===== config.mk =====
export PLATFORM = sky130hd
export DESIGN_NAME = clk_en_gen
export DESIGN_NICKNAME = d
export VERILOG_FILES = /design/src/rtl/clk_gen_pkg.sv /design/src/rtl/clk_en_chan.sv /design/src/rtl/clk_en_gen.sv
export SDC_FILE = /design/constraint.sdc
export NUM_CORES = 1
export LEC_CHECK = 0
export ABC_AREA = 1
export ABC_CLOCK_PERIOD_IN_PS = 4300
export CAP_MARGIN = 20
export CORE_ASPECT_RATIO = 0.8
export CORE_UTILIZATION = 63
export DETAILED_ROUTE_END_ITERATION = 16
export PLACE_DENSITY_LB_ADDON = 0.1
export SLEW_MARGIN = 20
export SYNTH_ARGS = -nofsm -noshare
export SYNTH_HDL_FRONTEND = slang
export SYNTH_HIERARCHICAL = 1
export SYNTH_SLANG_ARGS = --single-unit

===== constraint.sdc =====
create_clock -name clk_i -period 4.3 [get_ports clk_i]
set_input_delay 0.43 -clock clk_i [delete_from_list [all_inputs] [get_ports clk_i]]
set_output_delay 0.43 -clock clk_i [all_outputs]
set_load 0.02 [all_outputs]

===== src/rtl/clk_gen_pkg.sv =====
// Shared definitions for the multi-channel clock-enable generator.
// Holds reset defaults, the channel-select width helper and the channel state record.
package clk_gen_pkg;

    localparam int unsigned CntWDef    = 24;
    localparam int unsigned DefHalfDef = 262144;

    // Channel select is never narrower than one bit, even for a single channel.
    function automatic int unsigned ch_width(input int unsigned n);
        return (n > 1) ? $clog2(n) : 1;
    endfunction

    typedef struct packed {
        logic [CntWDef-1:0] cnt;
        logic [CntWDef-1:0] half;
        logic [CntWDef-1:0] pend;
        logic               pend_valid;
        logic               sq;
    } chan_state_t;

endpackage


===== src/rtl/clk_en_chan.sv =====
// One divider channel: square wave, rising-edge tick and a pending half-period
// that only takes effect at a terminal count so no runt half-cycle is produced.
module clk_en_chan
    import clk_gen_pkg::*;
#(
    parameter int unsigned CNT_W    = CntWDef,
    parameter int unsigned DEF_HALF = DefHalfDef
) (
    input  logic             clk_i,
    input  logic             rst_i,
    input  logic             en_i,
    input  logic             sync_i,
    input  logic             wr_i,
    input  logic [CNT_W-1:0] wr_half_i,
    output logic             sq_o,
    output logic             tick_o
);

    localparam logic [CNT_W-1:0] DefHalfW = CNT_W'(DEF_HALF);
    localparam logic [CNT_W-1:0] One      = CNT_W'(1);

    logic [CNT_W-1:0] cnt_q, cnt_d;
    logic [CNT_W-1:0] half_q, half_d;
    logic [CNT_W-1:0] pend_q, pend_d;
    logic             pend_valid_q, pend_valid_d;
    logic             sq_q, sq_d;
    logic             tick_q, tick_d;
    logic             terminal;

    // Using >= also recovers from a counter that somehow sits at or past half.
    assign terminal = (cnt_q >= (half_q - One));

    always_comb begin
        cnt_d        = cnt_q;
        half_d       = half_q;
        pend_d       = pend_q;
        pend_valid_d = pend_valid_q;
        sq_d         = sq_q;
        tick_d       = 1'b0;

        if (sync_i) begin
            cnt_d        = '0;
            sq_d         = 1'b0;
            pend_valid_d = 1'b0;
            if (wr_i) begin
                half_d = wr_half_i;
            end else if (pend_valid_q) begin
                half_d = pend_q;
            end
        end else begin
            if (en_i) begin
                if (terminal) begin
                    cnt_d  = '0;
                    sq_d   = ~sq_q;
                    tick_d = ~sq_q;
                    if (pend_valid_q) begin
                        half_d       = pend_q;
                        pend_valid_d = 1'b0;
                    end
                end else begin
                    cnt_d = cnt_q + One;
                end
            end
            // A write landing on a terminal count stays pending for the next one.
            if (wr_i) begin
                pend_d       = wr_half_i;
                pend_valid_d = 1'b1;
            end
        end
    end

    always_ff @(posedge clk_i) begin
        if (rst_i) begin
            cnt_q        <= '0;
            half_q       <= DefHalfW;
            pend_q       <= '0;
            pend_valid_q <= 1'b0;
            sq_q         <= 1'b0;
            tick_q       <= 1'b0;
        end else begin
            cnt_q        <= cnt_d;
            half_q       <= half_d;
            pend_q       <= pend_d;
            pend_valid_q <= pend_valid_d;
            sq_q         <= sq_d;
            tick_q       <= tick_d;
        end
    end

    assign sq_o   = sq_q;
    assign tick_o = tick_q;

endmodule


===== src/rtl/clk_en_gen.sv =====
// Multi-channel clock-enable generator: decodes and validates config writes,
// then fans them out to NUM_CH independent divider channels.
module clk_en_gen
    import clk_gen_pkg::*;
#(
    parameter int unsigned CNT_W    = CntWDef,
    parameter int unsigned NUM_CH   = 2,
    parameter int unsigned DEF_HALF = DefHalfDef,
    localparam int unsigned CH_W    = ch_width(NUM_CH)
) (
    input  logic              clk_i,
    input  logic              rst_i,
    input  logic              en_i,
    input  logic              sync_i,
    input  logic              cfg_we_i,
    input  logic [CH_W-1:0]   cfg_ch_i,
    input  logic [CNT_W-1:0]  cfg_half_i,
    output logic [NUM_CH-1:0] sq_o,
    output logic [NUM_CH-1:0] tick_o,
    output logic              cfg_err_o
);

    logic              cfg_valid;
    logic [NUM_CH-1:0] wr;
    logic              cfg_err_q, cfg_err_d;

    assign cfg_valid = (cfg_half_i != '0) && (32'(cfg_ch_i) < NUM_CH);
    assign cfg_err_d = cfg_we_i && !cfg_valid;

    always_comb begin
        wr = '0;
        for (int unsigned i = 0; i < NUM_CH; i++) begin
            wr[i] = cfg_we_i && cfg_valid && (32'(cfg_ch_i) == i);
        end
    end

    for (genvar g = 0; g < NUM_CH; g++) begin : g_chan
        clk_en_chan #(
            .CNT_W    (CNT_W),
            .DEF_HALF (DEF_HALF)
        ) u_chan (
            .clk_i     (clk_i),
            .rst_i     (rst_i),
            .en_i      (en_i),
            .sync_i    (sync_i),
            .wr_i      (wr[g]),
            .wr_half_i (cfg_half_i),
            .sq_o      (sq_o[g]),
            .tick_o    (tick_o[g])
        );
    end

    always_ff @(posedge clk_i) begin
        if (rst_i) begin
            cfg_err_q <= 1'b0;
        end else begin
            cfg_err_q <= cfg_err_d;
        end
    end

    assign cfg_err_o = cfg_err_q;

endmodule


Word level (Yosys, flattened, before mapping)
Index checks and enable logic that the tools add are counted.
{ "totals": {"ff_bits": 151} }
{ "classes": {"n_lt_le_gt_ge": 2, "mux": 18, "n_addsub": 4, "n_bitwise": 7, "reduce_logical": 24} }
{ "ops": {"columns": ["op", "count"], "rows": [
  ["$mux 24", 12],
  ["$add 24x1->24 const B", 2],
  ["$ge 24x24->1", 2],
  ["$sub 24x1->24 const B", 2],
  ["$reduce_bool 24->1", 1],
  ["$reduce_and 2->1", 8],
  ["$reduce_bool 2->1", 7],
  ["$reduce_or 4->1", 2],
  ["$not 1->1", 7],
  ["$mux 1", 6],
  ["$logic_and 1x1->1", 4],
  ["$reduce_or 2->1", 1],
  ["$logic_not 1->1", 1]
]} }

Logic depth before layout (Yosys ltp)
{ "depth": {"word_depth": 5, "mapped_depth": 24, "depth_no_buf": 22} }

Hierarchy
The synthesis kept the hierarchy.
{ "by_module_without_submodules": {"columns": ["module", "area_each_um2", "cells_each", "instances"], "rows": [
  ["clk_en_chan at g_chan[1].u_chan", 4773.3, 698, 1],
  ["clk_en_chan at g_chan[0].u_chan", 4699.5, 699, 1],
  ["clk_en_gen", 130.1, 30, 1]
]} }

Worst setup path after synthesis
OpenSTA, ideal clock, no wires.
{ "synth_path": {"path_kind": "register to register", "from": "register g_chan[1].u_chan.half_q[7]", "to": "register g_chan[1].u_chan.half_q[10]", "setup_time_ns": 0.115, "synth_period_minus_slack_ns": 2.671, "path_stages_with_launch": 19, "setup_slack_ns": 1.629, "arrival_time_ns": 2.556, "path_buffers": 2, "path_cell_list": "dfxtp_1 -> nor2_4 -> nand3_2 -> nor3_4 -> nand3_4 -> nor2_4 -> nand2_2 -> xor2_1 -> inv_1 -> ha_1 -> a21o_1 -> nor2_1 -> nand2_1 -> a21oi_2 -> nand3_2 -> buf_6 -> buf_6 -> a21oi_1 -> nor2_1"} }
{ "synth_via": {"elab_chain_cells": 4} }
{ "synth_lines": {"columns": ["element", "line", "rtl"], "rows": [
  ["start: declaration", "clk_en_chan.sv:23", "logic [CNT_W-1:0] half_q, half_d;"],
  ["start signal: assignment", "clk_en_chan.sv:75", "half_q <= DefHalfW;"],
  ["start signal: assignment", "clk_en_chan.sv:82", "half_q <= half_d;"],
  ["$sub 24x1->24", "clk_en_chan.sv:31", "assign terminal = (cnt_q >= (half_q - One));"],
  ["$ge 24x24->1", "clk_en_chan.sv:31", null],
  ["$reduce_bool 2->1 (no line)", null, null],
  ["$reduce_and 2->1 (no line)", null, null]
]} }
Every way passes these cells.
A chain may end at the register's enable or synchronous reset.

Final worst setup path
{ "layout_path": {"from": "register g_chan[0].u_chan.half_q[8]", "to": "register g_chan[0].u_chan.half_q[8]"} }
{ "layout_via": {"elab_chain_cells": 4} }
{ "layout_lines": {"columns": ["element", "line"], "rows": [
  ["start: declaration", "clk_en_chan.sv:23"],
  ["start signal: assignment", "clk_en_chan.sv:75"],
  ["start signal: assignment", "clk_en_chan.sv:82"],
  ["$sub 24x1->24 / $mux 24 (equally long branches)", null],
  ["$ge 24x24->1 / $mux 24 (equally long branches)", null],
  ["$reduce_bool 2->1 (no line) / $mux 24 (equally long branches)", null],
  ["$reduce_and 2->1 (no line) / $mux 24 (equally long branches)", null]
]} }
Parallel ways exist; a longest one is shown, timed or not. The select of a mux whose other input is x is not followed.

==> results.py <==
metrics = {
    "finish": {
        "area_growth_syn_to_layout_pct": 10.1,
        "final_cell_mix": "nor2_1, nand2_1, dfxtp_1",
        "final_net_count": 1519,
        "diodes": 0,
        "drive_gt1_frac": 0.0607,
        "utilization": 0.724,
        "fin_cells": 1634,
    },
    "cts": {
        "clkSlewWorstSetupHoldPaths_ns": 0.06,
        "clk_latency_ns": 0.43,
        "cts-root-buf": "clkbuf_16",
        "cts_tree": "done",
        "cts_hold_repair.buffers": 0,
        "cts_resized": 0,
        "cts.sinks": 151,
        "cts_buffers": 17,
        "cts_buffer_depth": 2,
        "h-tree-depth": 4,
        "post_cts_buffers": 0,
    },
    "power_and_ir_drop": {
        "max-vdd-ir-drop_mv": 0.290,
        "powerDensity_nw_per_um2": 350,
        "p_leak_uw": 0.00486,
    },
    "sta": {
        "tightest_slew_ns": 0.957,
        "min_period_ns": 3.73,
        "fmax_mhz": 268,
        "setup_violations": 0,
        "skew_ns": 0.0143,
        "rsz0062_at_grt": "false",
        "report.final.slew_viol_count": 0,
        "fin_ws_ns": 0.568,
        "hold_violations": 0,
        "post-route-period-util": 0.868,
        "slew_headroom": 0.362,
        "setup_tns_ns": 0,
    },
    "yosys": {
        "ys_async_sr_fraction": 0,
        "ys_seq_area_frac": 0.315,
        "ys_warn_count": 6,
        "netlist_area_um2": 9600,
        "syn_area_per_cell_um2": 6.73,
        "synthCells": 1427,
        "ys_seq_elements": 151,
        "synth_nets": 1509,
        "synth_edf_count": 0,
        "ys_types": 43,
        "ys.flop_type": "dfxtp_1",
    },
    "place": {
        "dp_slack_ns": 0.650,
        "dpl.cell_count": 1602,
        "io_buffers": 34,
        "globalplace.congestion": 0.892,
        "hpwl_um": 18000,
    },
    "setup_path": {
        "path_max_fanout": 47,
        "reg2reg_slack_ns": 0.57,
        "reg2reg_depth": 16,
        "path_class": "register to register",
        "required_ns": 4.61,
        "crit_path_start_kind": "register",
        "crit_arrival_ns": 4.04,
        "endpoint_kind": "register",
    },
    "floorplan": {
        "die_h_um": 112,
        "die-area_um2": 15700,
        "io_pins": 35,
        "initial_core_util": 0.658,
        "die_w_um": 140,
        "rows": 39,
        "core_um2": 14600,
    },
    "min_path": {
        "min_path_cells": 2,
        "hp-class": "register to register",
    },
    "route": {
        "wl_per_cell_um": 15.3,
        "drt_wl_total_um": 25000,
        "via_per_inst": 5.70,
        "ant_nets": 0,
        "drt_iter0_drc": 879,
        "drc": 0,
        "dr.pass1.iters": 6,
        "vias": 9320,
    },
    "global_routing": {
        "grt_pass1_wl_um": 41800,
        "grt_pass1_vias": 8362,
        "antenna_found_initial": 0,
        "grt_max_degree": 48,
        "groute.usage.overall": 0.335,
        "gr-total-overflow": 0,
    },
    "status": {
        "status": "finished clean",
    },
    "flow_run": {
        "maxCapViolCount": 0,
    },
}
area by class of cell:
class / count / area (um2)
clock buffers: 18 / 429
clock inverters: 14 / 174
fillers: 1268 / 4020
inverters: 150 / 563
multi-input cells: 1069 / 5710
flip-flops and latches: 151 / 3020
well taps: 184 / 230
repair buffers: 48 / 445
state kept, by name, indices dropped and copies added (netlist names):
register,cells
g_chan.u_chan/sq_o,2
cfg_err_o,1
g_chan.u_chan/pend_q,48
g_chan.u_chan/half_q,48
g_chan.u_chan/pend_valid_q,2
g_chan.u_chan/cnt_q,48
g_chan.u_chan/tick_o,2
power by group:
group          internal, uW  total (uW)  switching (uW)  leakage [uW]
Clock                   917        1540             627      0.000283
Sequential             1460        1520            57.2       0.00123
Combinational           234         643             409       0.00335
path summary, 6_finish.rpt:
path | startpoint | endpoint
worst min-delay path | g_chan[1].u_chan/pend_q[4] | g_chan[1].u_chan/pend_q[4]
worst min register to register | g_chan[1].u_chan/pend_q[4] | g_chan[1].u_chan/pend_q[4]
worst max register to register | g_chan[0].u_chan/half_q[8] | g_chan[0].u_chan/half_q[8]
worst max-delay path | g_chan[0].u_chan/half_q[8] | g_chan[0].u_chan/half_q[8]
stage by stage:
| step | total power, uW | hold slack [ns] | cell area [um2] |
|---|---|---|---|
| floorplan | 2010 | 0.450 | 9600 |
| global placement | 2160 | 0.462 | 9970 |
| detailed placement | 2170 | 0.470 | 9970 |
| CTS | 3710 | 0.486 | 10600 |
| global route | 3870 | 0.504 | 10600 |
| finish | 3700 | 0.483 | 10600 |
synthesized netlist by cell type (all sizes together) (2+ instances only):
master  instances  area, um2
o21bai          2       15.0
nand4          22        171
mux2i          32        320
buf            27        199
dfxtp         151       3020
a21o            4       30.0
ha             52        651
a31oi           4       25.0
o21ai         119        596
o21a            2       15.0
o211a           2       20.0
nor4            4       25.0
nor3b           2       15.0
xor2           43        377
a21oi          74        378
nor3           37        244
o22ai           3       18.8
o31ai           2       15.0
clkbuf         30        113
nand2         277       1070
nand3         100        538
nor2          282       1130
xnor2           4       35.0
inv           149        559
metal layers:
metal,global-route usage,vias to the layer above,wire [um]
met5,0,-,0
met4,0.0930,0,399
met3,0.0666,36,2040
met2,0.491,362,10500
met1,0.497,4280,12100
li1,-,4642,-
cell families (layout without fill, tap and decap cells):
family / Yosys count / after routing / synth area share
XOR/XNOR: 47 / 47 / 0.0429
adder cells (fa/ha/maj): 52 / 52 / 0.0678
AO/OA/AOI/OAI: 213 / 213 / 0.117
flip-flops: 151 / 151 / 0.315
AND/OR/NAND/NOR: 725 / 725 / 0.334
buffers and inverters: 207 / 230 / 0.0911
multiplexers: 32 / 32 / 0.0334
worst max-delay path: stages, from the launching register on:
cell	delay [ns]
dfxtp_1	0.36
nor2_1	0.17
nand2_1	0.11
nor3_4	0.27
nand3_2	0.19
nor2_4	0.15
nand3_2	0.07
xor2_1	0.14
inv_1	0.06
ha_1	0.28
a21o_1	0.18
nor2_1	0.11
nand2_1	0.08
a21oi_2	0.17
nand3_2	0.75
a21oi_1	0.43
nor2_1	0.08
Power figures use the tool's default switching activity.
